## src/rtl/imem_boot_loader.sv

```systemverilog
// imem_boot_loader: byte-stream program loader for the riscv_top instruction memory.
// It holds the core in reset while it receives a length header, the data words and a
// closing XOR checksum. It writes each little-endian word to imem and releases the core
// reset only when the checksum matches.
//
// state   | meaning
// S_LEN0  | waiting for word-count low byte
// S_LEN1  | waiting for word-count high byte, range check
// S_DATA  | assembling 4-byte words and writing imem
// S_CSUM  | waiting for XOR checksum byte
// S_DONE  | load good, core released; holds
// S_ERR   | overflow or checksum mismatch; holds until restart/rst
module imem_boot_loader #(
  parameter int ADDR_W = 8
) (
  input  logic              clk,
  input  logic              rst,
  input  logic              restart,
  input  logic              s_valid,
  input  logic [7:0]        s_data,
  output logic              s_ready,
  output logic              imem_we,
  output logic [ADDR_W-1:0] imem_addr,
  output logic [31:0]       imem_wdata,
  output logic              core_rst,
  output logic              load_done,
  output logic              load_err,
  output logic [15:0]       words_loaded
);

  typedef enum logic [2:0] {
    S_LEN0 = 3'd0,
    S_LEN1 = 3'd1,
    S_DATA = 3'd2,
    S_CSUM = 3'd3,
    S_DONE = 3'd4,
    S_ERR  = 3'd5
  } state_t;

  // Capacity is one larger than the largest address, so it needs ADDR_W+1 bits.
  localparam logic [16:0]   LP_CAP   = 17'(1) << ADDR_W;
  localparam logic [ADDR_W:0] LP_ONE_W = 1;

  state_t              r_state;
  state_t              w_state_nxt;
  logic [15:0]         r_len;
  logic [1:0]          r_byte_idx;
  logic [ADDR_W:0]     r_word_idx;
  logic [23:0]         r_word;
  logic [7:0]          r_csum;
  logic                r_we;
  logic [ADDR_W-1:0]   r_addr;
  logic [31:0]         r_wdata;
  logic [15:0]         r_words_loaded;
  logic                r_core_rst;
  logic                r_done;
  logic                r_err;

  logic                w_ready_state;
  logic                w_accept;
  logic [16:0]         w_len_full;
  logic [15:0]         w_word_idx_inc;
  logic                w_word_last;

  assign w_ready_state = (r_state == S_LEN0) || (r_state == S_LEN1) ||
                         (r_state == S_DATA) || (r_state == S_CSUM);
  // rst gating keeps s_ready low during the async reset window.
  assign s_ready       = rst & ~restart & w_ready_state;
  assign w_accept      = s_valid & s_ready;
  assign w_len_full    = {1'b0, s_data, r_len[7:0]};
  assign w_word_idx_inc = 16'(r_word_idx) + 16'd1;
  assign w_word_last   = (w_word_idx_inc == r_len);

  assign imem_we      = r_we;
  assign imem_addr    = r_addr;
  assign imem_wdata   = r_wdata;
  assign core_rst     = r_core_rst;
  assign load_done    = r_done;
  assign load_err     = r_err;
  assign words_loaded = r_words_loaded;

  // State register.
  always_ff @(posedge clk or negedge rst) begin
    if (!rst) r_state <= S_LEN0;
    else      r_state <= w_state_nxt;
  end

  // Next-state logic; restart overrides everything.
  always_comb begin
    w_state_nxt = r_state;
    if (restart) begin
      w_state_nxt = S_LEN0;
    end else begin
      case (r_state)
        S_LEN0: if (w_accept) w_state_nxt = S_LEN1;
        S_LEN1: begin
          if (w_accept) begin
            if (w_len_full > LP_CAP)     w_state_nxt = S_ERR;
            else if (w_len_full == '0)   w_state_nxt = S_CSUM;
            else                         w_state_nxt = S_DATA;
          end
        end
        S_DATA: if (w_accept && (r_byte_idx == 2'd3) && w_word_last) w_state_nxt = S_CSUM;
        S_CSUM: begin
          if (w_accept) w_state_nxt = (s_data == r_csum) ? S_DONE : S_ERR;
        end
        S_DONE:  w_state_nxt = S_DONE;
        S_ERR:   w_state_nxt = S_ERR;
        default: w_state_nxt = S_LEN0;
      endcase
    end
  end

  // Datapath: header capture, word assembly, checksum, imem write pulse, status flags.
  always_ff @(posedge clk or negedge rst) begin
    if (!rst) begin
      r_len          <= '0;
      r_byte_idx     <= '0;
      r_word_idx     <= '0;
      r_word         <= '0;
      r_csum         <= '0;
      r_we           <= 1'b0;
      r_addr         <= '0;
      r_wdata        <= '0;
      r_words_loaded <= '0;
      r_core_rst     <= 1'b0;
      r_done         <= 1'b0;
      r_err          <= 1'b0;
    end else begin
      r_we       <= 1'b0;
      // Status follows the next state so it appears the cycle after the deciding byte.
      r_done     <= (w_state_nxt == S_DONE);
      r_core_rst <= (w_state_nxt == S_DONE);
      r_err      <= (w_state_nxt == S_ERR);
      if (restart) begin
        r_len          <= '0;
        r_byte_idx     <= '0;
        r_word_idx     <= '0;
        r_word         <= '0;
        r_csum         <= '0;
        r_words_loaded <= '0;
      end else if (w_accept) begin
        case (r_state)
          S_LEN0: r_len[7:0]  <= s_data;
          S_LEN1: r_len[15:8] <= s_data;
          S_DATA: begin
            r_csum     <= r_csum ^ s_data;
            r_byte_idx <= r_byte_idx + 2'd1;
            case (r_byte_idx)
              2'd0: r_word[7:0]   <= s_data;
              2'd1: r_word[15:8]  <= s_data;
              2'd2: r_word[23:16] <= s_data;
              default: begin
                r_we           <= 1'b1;
                r_addr         <= r_word_idx[ADDR_W-1:0];
                r_wdata        <= {s_data, r_word};
                r_word_idx     <= r_word_idx + LP_ONE_W;
                r_words_loaded <= r_words_loaded + 16'd1;
              end
            endcase
          end
          default: ;
        endcase
      end
    end
  end

endmodule

```

## config.mk

```make
export PLATFORM = sky130hd
export DESIGN_NAME = imem_boot_loader
export DESIGN_NICKNAME = d
export VERILOG_FILES = /design/src/rtl/imem_boot_loader.sv
export SDC_FILE = /design/constraint.sdc
export NUM_CORES = 1
export LEC_CHECK = 0
export CORE_MARGIN = 5
export CORE_UTILIZATION = 35
export DETAILED_ROUTE_END_ITERATION = 16
export PLACE_DENSITY = 0.61
export SYNTH_ARGS = -nofsm -noshare
export SYNTH_HDL_FRONTEND = slang
export SYNTH_SLANG_ARGS = --single-unit
```

## constraint.sdc

```tcl
create_clock -name clk -period 2.85 [get_ports clk]
set_clock_uncertainty 0.2 [all_clocks]
set_input_delay 0.57 -clock clk [delete_from_list [all_inputs] [get_ports clk]]
set_output_delay 0.57 -clock clk [all_outputs]
set_load 0.1 [all_outputs]
```

======== Word level (Yosys, flattened, before mapping) ========
Index checks and enable logic that the tools add are counted.
storage, ports and cells
  register bits after elaboration ......... 121
  bits in latches ......................... 0
  memory bits (writable) .................. 0
  memory bits (read-only) ................. 0
  input port bits ......................... 12
  logic and storage cells ................. 100
  memories ................................ 0
cells by class
  $add $sub $neg .......................... 4
  multiply operators ...................... 0
  div/mod/pow operators ................... 0
  order comparisons ....................... 1
  equality and inequality tests ........... 13
  shifts and indexed selects .............. 0
  multiplexer cells ....................... 37
  bitwise operators ....................... 6
  reductions and logical operators ........ 24
operators with widths
  kind                   count
  $mux 16                6
  $mux 24                3
  $mux 8                 8
  $mux 9                 4
  $mux 3                 6
  $pmux 3 s6             1
  $logic_not 17->1       1
  $add 16x1->16 const B  1
  $eq 10x16->1           1
  $gt 16x9->1 const B    1
  $reduce_bool 2->1      7
  $eq 3x3->1 const B     4
  $reduce_and 3->1       4
  $add 9x1->10 const B   1
  $add 9x1->9 const B    1
  $eq 8x8->1             1
  $xor 8x8->8            1
  $eq 3x2->1 const B     2
  $mux 1                 6
  $mux 2                 3
  $reduce_and 2->1       3
  $eq 2x2->1 const B     2
  $reduce_and 4->1       1
  $and 1x1->1            3
  other kinds (10)       14

======== Logic depth before layout (Yosys ltp) ========
Gate-level depths: netlist of the first run.
  depth in word-level cells ............... 12
  mapped depth ............................ 8
  gate-level depth less buffers ........... 6

======== Least setup slack after synthesis of the first run ========
Ideal clock, no wire load.
  path type ............................... in2out
  start point ............................. input restart
  end point ............................... output s_ready
  data arrival time ....................... 3.137 ns
  required time ........................... 2.080 ns
  setup slack ............................. -1.057 ns
  stages .................................. 3
  path buffers ............................ 2
  path through ............................ clkbuf_1 clkbuf_1 nor3b_1
on the way
  longest elaborated chain between the ends .. 3
ends and longest elaborated chain
  item                        RTL line  RTL
  start, declared             18        input logic restart,
  $not 1->1 (no source line)  -
  $and 1x1->1 (2 in series)   68        assign s_ready = rst & ~restart & w_ready_state;
  end, declared               21        output logic s_ready,
No other way between the ends.

======== Final worst setup path of the first run ========
  start point ............................. input rst
  end point ............................... output s_ready
on the way
  longest elaborated chain between the ends .. 2
ends and longest elaborated chain
  item                       RTL line  RTL
  start, declared            17        input logic rst,
  $and 1x1->1 (2 in series)  68
No other way between the ends.

==> results of run 1 <==
[worst min path at each step]
| stage | slack, ns | to | cells past startpoint |
|---|---|---|---|
| after global placement | 0.26 | imem_wdata[2]$_DFFE_PN0P_ | 2 |
| after global routing | 0.29 | imem_wdata[23]$_DFFE_PN0P_ | 2 |
| final | 0.27 | imem_wdata[8]$_DFFE_PN0P_ | 2 |
| after floorplan | 0.07 | imem_addr[0]$_DFFE_PN0P_ | 0 |
| after CTS | 0.28 | imem_wdata[23]$_DFFE_PN0P_ | 2 |
| after detailed placement | 0.26 | imem_wdata[23]$_DFFE_PN0P_ | 2 |
[state kept, by name, indices dropped and copies added, names as in the netlist]
| register | cells |
|---|---|
| imem_addr | 8 |
| imem_wdata | 32 |
| imem_we | 1 |
| load_done | 1 |
| load_err | 1 |
| r_byte_idx | 2 |
| r_csum | 8 |
| r_len | 16 |
| r_state | 3 |
| r_word | 24 |
| r_word_idx | 9 |
| words_loaded | 16 |
[cell type report]
type	count	area, sq um
clock buffers	18	439.2
well taps	216	270.3
multi-input cells	450	2400
flip-flops and latches	121	3028
inverters	8	30.03
clock inverters	14	138.9
repair buffers	94	753.2
fillers	1512	8768
[power by group]
part	leakage, nW	switching, mW	internal, mW
Clock	0.276	0.828	1.24
Sequential	1.69	0.00627	1.72
Combinational	1.45	0.116	0.0537
Total	3.41	0.950	3.02
[worst max-delay path, stage by stage]
cell           delay [ns]
dlygate4sd3_1        0.53
buf_4                0.17
nor3b_4              0.27
buf_12               0.21
[through the flow]
| step | cells | utilization | total power [mW] | instance area [sq um] | hold WS (ns) |
|---|---|---|---|---|---|
| after global placement | 888 | 0.4089 | 1.930 | 6471 | 0.2592 |
| after CTS | 921 | 0.4460 | 4.029 | 7059 | 0.2782 |
| after global routing | 921 | 0.4460 | 4.129 | 7059 | 0.2914 |
| after floorplan | 622 | - | 1.837 | 5645 | 0.07441 |
| final | 921 | 0.4460 | 3.969 | 7059 | 0.2714 |
| after detailed placement | 888 | 0.4089 | 1.932 | 6471 | 0.2625 |
[layer usage]
layer / wire, um / GRT usage
met1: 6552 / 0.2268
met2: 6376 / 0.2327
met3: 842 / 0.04449
met4: 226 / 0.06486
met5: 0 / 0
[kinds of logic (layout without fill, tap and decap cells)]
family,Yosys count,in the layout,share of synthesized area
buffers and inverters,51,134,0.03864
adder cells (fa/ha/maj),7,7,0.01554
AO/OA/AOI/OAI,70,70,0.07107
multiplexers,9,9,0.01599
XOR/XNOR,41,41,0.06373
AND/OR/NAND/NOR,323,323,0.2576
flip-flops,121,121,0.5374
[cell usage after synthesis, types with 7 or more instances]
library cell  count  share of area
xnor2_1          22          0.034
dfrtp_1         121           0.54
ha_1              7          0.016
buf_1             9         0.0060
xor2_1           19          0.030
nand3_1          44          0.039
clkbuf_1         22          0.015
or3_1             8         0.0089
nor4_1            8         0.0089
a21oi_1          43          0.038
o21ai_0          13          0.012
nand2_1         183           0.12
buf_2             9         0.0080
inv_1             8         0.0053
mux2i_1           9          0.016
nor3_1            7         0.0062
nor2_1           38          0.025
[timing repair]
action / in CTS / in global routing
buffers inserted: 0 / 0
hold buffers: 1 / 0
endpoints found under the hold margin: 14 / 0
==> impl_metrics.toml, run 1 <==
[clock_tree]
cts.sinks = 121
clock_latency_ns = 0.42
cts.repair.resized = 0
clock_path_buffers = 2
cts_tree = "yes"
htreeDepth = 4
clkTransAtPathRegs_ns = 0.06
numCtsBuffers = 17
clockRootBuffer = "clkbuf_16"

[worst_setup_path]
worstSetupPathType = "in -> out"
cp-end-kind = "output port"
rrSetupSlack_ns = 0.45
r2r_cells = 6
r2r_end = "r_state[0]$_DFF_PN0_"
arrival_ns = 1.75
worstSetupStartpointType = "primary input"
cp-endpoint = "s_ready"
required_ns = 2.08
path_max_fanout = 7
startpoint = "rst"
worstReg2RegStart = "r_byte_idx[0]$_DFFE_PN0P_"

[global_routing]
grt_pass1_vias = 4510
antenna_found_initial = 0
grt_pass1_wl_um = 23370
grt-ovfl-total = 0
grt_max_degree = 49
grtUsageTotal = 0.1604

[synthesis]
synth_area_sq_um = 5634
synth_nets = 641
ys_types = 46
synth_warnings = 0
synth-main-ff-cell = "dfrtp_1"
synth-seq-area-share = 0.5374
synth_edf_count = 0
synth-seq-cells = 121
syn_area_per_cell_sq_um = 9.058
syn_inst = 622
ys_async_sr_fraction = 1.000

[final_layout]
antenna_cells = 0
layout_commonest_cell = "nand2_1"
layout_common_cells = "183 x nand2_1, 121 x dfrtp_1, 81 x buf_4"
syn2layout_area_growth_pct = 25.29
drive_gt1_frac = 0.1759
layout.nets = 711

[drt]
antenna_left = 0
drt_iter0_drc = 402
wl_per_cell_um = 15.20
vias_per_cell = 4.948
wl_um = 14000
via_count = 4557
drc = 0
drtPass1Iterations = 7

[run_status]
status = "complete, no violations"

[power_and_ir_drop]
peakVddDrop_uv = 389.4
power_density_nw_per_um2 = 562.2
p_leak_nw = 3.411

[die]
core_area_sq_um = 15830
rows = 46
die_y_um = 136.9
die-width_um = 136.9
dieArea_sq_um = 18730
initial_utilization = 0.3560
ios = 73

[sta]
fin_setup_tns_ns = 0
worst_slew_pin_slew_ns = 0.6056
max_slew_margin = 0.5963
setup_violations = 0
min_period_over_period = 0.8857
fmax_mhz = 396.2
grt_setup_unrepaired = "no"
fin_crit_ns = 2.524
hold_viol_final = 0
slew_violations = 0
setup_slack_ns = 0.3258

[placement]
post-dp-hpwl_um = 9783
pre_cts_ws_ns = 0.1283
io_buffers = 72
gp_congestion = 0.8404

[worst_hold_path]
min_from = "r_word[8]$_DFFE_PN0P_"
hold_path_class = "reg -> reg"

[flow_run]
drv_cap = 0
No activity file was read; power rests on OpenSTA's default activity.
==> run 2, diff against run 1 <==
- ABC_CLOCK_PERIOD_IN_PS: default -> 2850
- CTS_CLUSTER_SIZE: default -> 14
==> results of run 2 <==
Final layout, timing and power as in run 1 (identical DEF).
==> run 3, diff against run 2 <==
- CTS_BUF_LIST: default -> sky130_fd_sc_hd__clkbuf_2
==> run 3 against run 2 <==
Clock-buffer cell count decreased by 1. Global-route usage fell by 0.29 points. Clock power down 49%. Via count is 0.57% lower. Final area shrank 5.0%. Utilization down 2.2 points. First-iteration DRC count fell by 1.2%. Flip-flop and latch count stayed put. Combinational power barely moved. Routed wire length down 0.47%.
==> impl_metrics.toml, run 3 (synthesis gave the netlist of run 1 again) <==
[placement]
io_buffers = 72
gp_congestion = 0.8404
post-dp-hpwl_um = 9783

[global_routing]
antenna_found_initial = 0
grt_max_degree = 49
grt-ovfl-total = 0
grtUsageTotal = 0.1575
grt_pass1_wl_um = 23180
grt_pass1_vias = 4498

[drt]
wl_per_cell_um = 15.13
wl_um = 13930
drtPass1Iterations = 4
vias_per_cell = 4.920
wl_met2_um = 6407
drc = 0
antenna_left = 0
drt_iter0_drc = 397
via_count = 4531
wl_met3_um = 727
m1WireLength_um = 6662
route.top_layer_used = "met4"

[sta]
slew_violations = 0
fin_crit_ns = 2.522
fmax_mhz = 396.6
max_slew_margin = 0.5891
hold_viol_final = 0
grt_setup_unrepaired = "no"
min_period_over_period = 0.8848
worst_slew_pin_slew_ns = 0.6164
setup_violations = 0
fin_setup_tns_ns = 0

[worst_setup_path]
startpoint = "rst"
worstReg2RegStart = "r_byte_idx[0]$_DFFE_PN0P_"
cp_cell_sequence = "dlygate4sd3_1, buf_4, nor3b_4, buf_12"
arrival_ns = 1.75
r2r_cells = 6
cp-end-kind = "output port"
worstSetupPathType = "in -> out"
worstSetupStartpointType = "primary input"
r2r_end = "r_state[0]$_DFF_PN0_"
path_max_fanout = 7
worst_path_max_delay_cell = "dlygate4sd3_1"
critical_path.max_stage_delay_ns = 0.53
required_ns = 2.08
rrSetupSlack_ns = 0.42

[power_and_ir_drop]
power.total_mw = 2.946
power_density_nw_per_um2 = 439.2
pwr-share-comb = 0.058
peakVddDrop_uv = 238.0
p_leak_nw = 3.266
p_int_mw = 2.111
power_frac_clock = 0.355
sw_frac_of_total = 0.2837
pwr-share-seq = 0.587
switching_power_mw = 0.8358

[clock_tree]
cts.sinks = 121
cts_tree = "yes"
clock_latency_ns = 0.67
clockRootBuffer = "clkbuf_2"
htreeDepth = 4
clock_path_buffers = 2
clkTransAtPathRegs_ns = 0.21
post_cts_buffers = 0
numCtsBuffers = 17

[final_layout]
layout.nets = 711
drive_gt1_frac = 0.1745
layout_common_cells = "183 x nand2_1, 121 x dfrtp_1, 81 x buf_4"
largest_reg_flops = 32
fillers = 1567
syn2layout_area_growth_pct = 19.08
antenna_cells = 0
layout_commonest_cell = "nand2_1"

[worst_hold_path]
worstHoldEndpoint = "r_word_idx[2]$_DFFE_PN0P_"
min_from = "restart"
hold_path_class = "in -> reg"
min_path_cells = 2

[die]
core_area_sq_um = 15830
dieArea_sq_um = 18730
initial_utilization = 0.3560
die_y_um = 136.9
die-width_um = 136.9
rows = 46
ios = 73

[flow_run]
drv_cap = 0

[run_status]
status = "complete, no violations"
[run 3: cell types whose count changed in the layout (fill, tap and decap cells not counted)]
cell / before / now
clkbuf_16: 17 / 0
clkbuf_2: 0 / 17
clkbuf_8: 1 / 0
clkinv_1: 0 / 1
[run 3: area by class of cell]
class	count	area [sq um]	area share
Sequential cell	121	3028	0.4513
Inverter	8	30.03	0.004476
Tap cell	216	270.3	0.04028
Clock buffer	17	85.08	0.01268
Timing Repair Buffer	94	753.2	0.1123
Multi-Input combinational cell	450	2400	0.3577
Clock inverter	15	142.6	0.02126
[run 3: stage by stage]
stage	hold slack [ns]	area (sq um)	util	instances	worst slack, ns
after detailed placement	0.2625	6471	0.4089	888	0.1283
after floorplan	0.07441	5645	-	622	0.2923
after global placement	0.2592	6471	0.4089	888	0.1453
after CTS	0.01122	6709	0.4239	921	0.3058
after global routing	0.01872	6709	0.4239	921	0.2659
final	0.09019	6709	0.4239	921	0.3284
[run 3: timing repair]
action	4_1_cts	5_1_grt
hold buffers	1	0
setup endpoints to repair	0	0
hold endpoints to repair	121	0
gates resized for setup	0	0
[run 3: per-layer routing]
metal / global-route usage / vias to the layer above
met4: 0.04989 / 0
met5: 0 / -
met1: 0.2253 / 2201
met3: 0.04375 / 11
li1: - / 2214
met2: 0.2322 / 105
[run 3: worst max-delay path, delay by kind of cell]
kind	cells	cell delay, ns
buffers and inverters	3	0.91
AND/OR/NAND/NOR	1	0.26
[run 3: worst max-delay path by stage]
stage	endpoint	slack [ns]	cells after the start
floorplan	s_ready	0.29	3
global placement	r_state[2]$_DFF_PN0_	0.15	6
detailed placement	load_err$_DFF_PN0_	0.13	6
CTS	s_ready	0.31	4
global route	s_ready	0.27	4
finish	s_ready	0.33	4
[run 3: power groups by stage]
| stage | registers (mW) | clock network [mW] | logic [mW] |
|---|---|---|---|
| 2_1_floorplan | 1.76 | 0 | 0.0758 |
| 6_report | 1.73 | 1.05 | 0.171 |
| 5_1_grt | 1.73 | 1.17 | 0.189 |
| 4_1_cts | 1.73 | 1.09 | 0.174 |
| 3_3_place_gp | 1.76 | 0 | 0.169 |
| 3_5_place_dp | 1.76 | 0 | 0.171 |
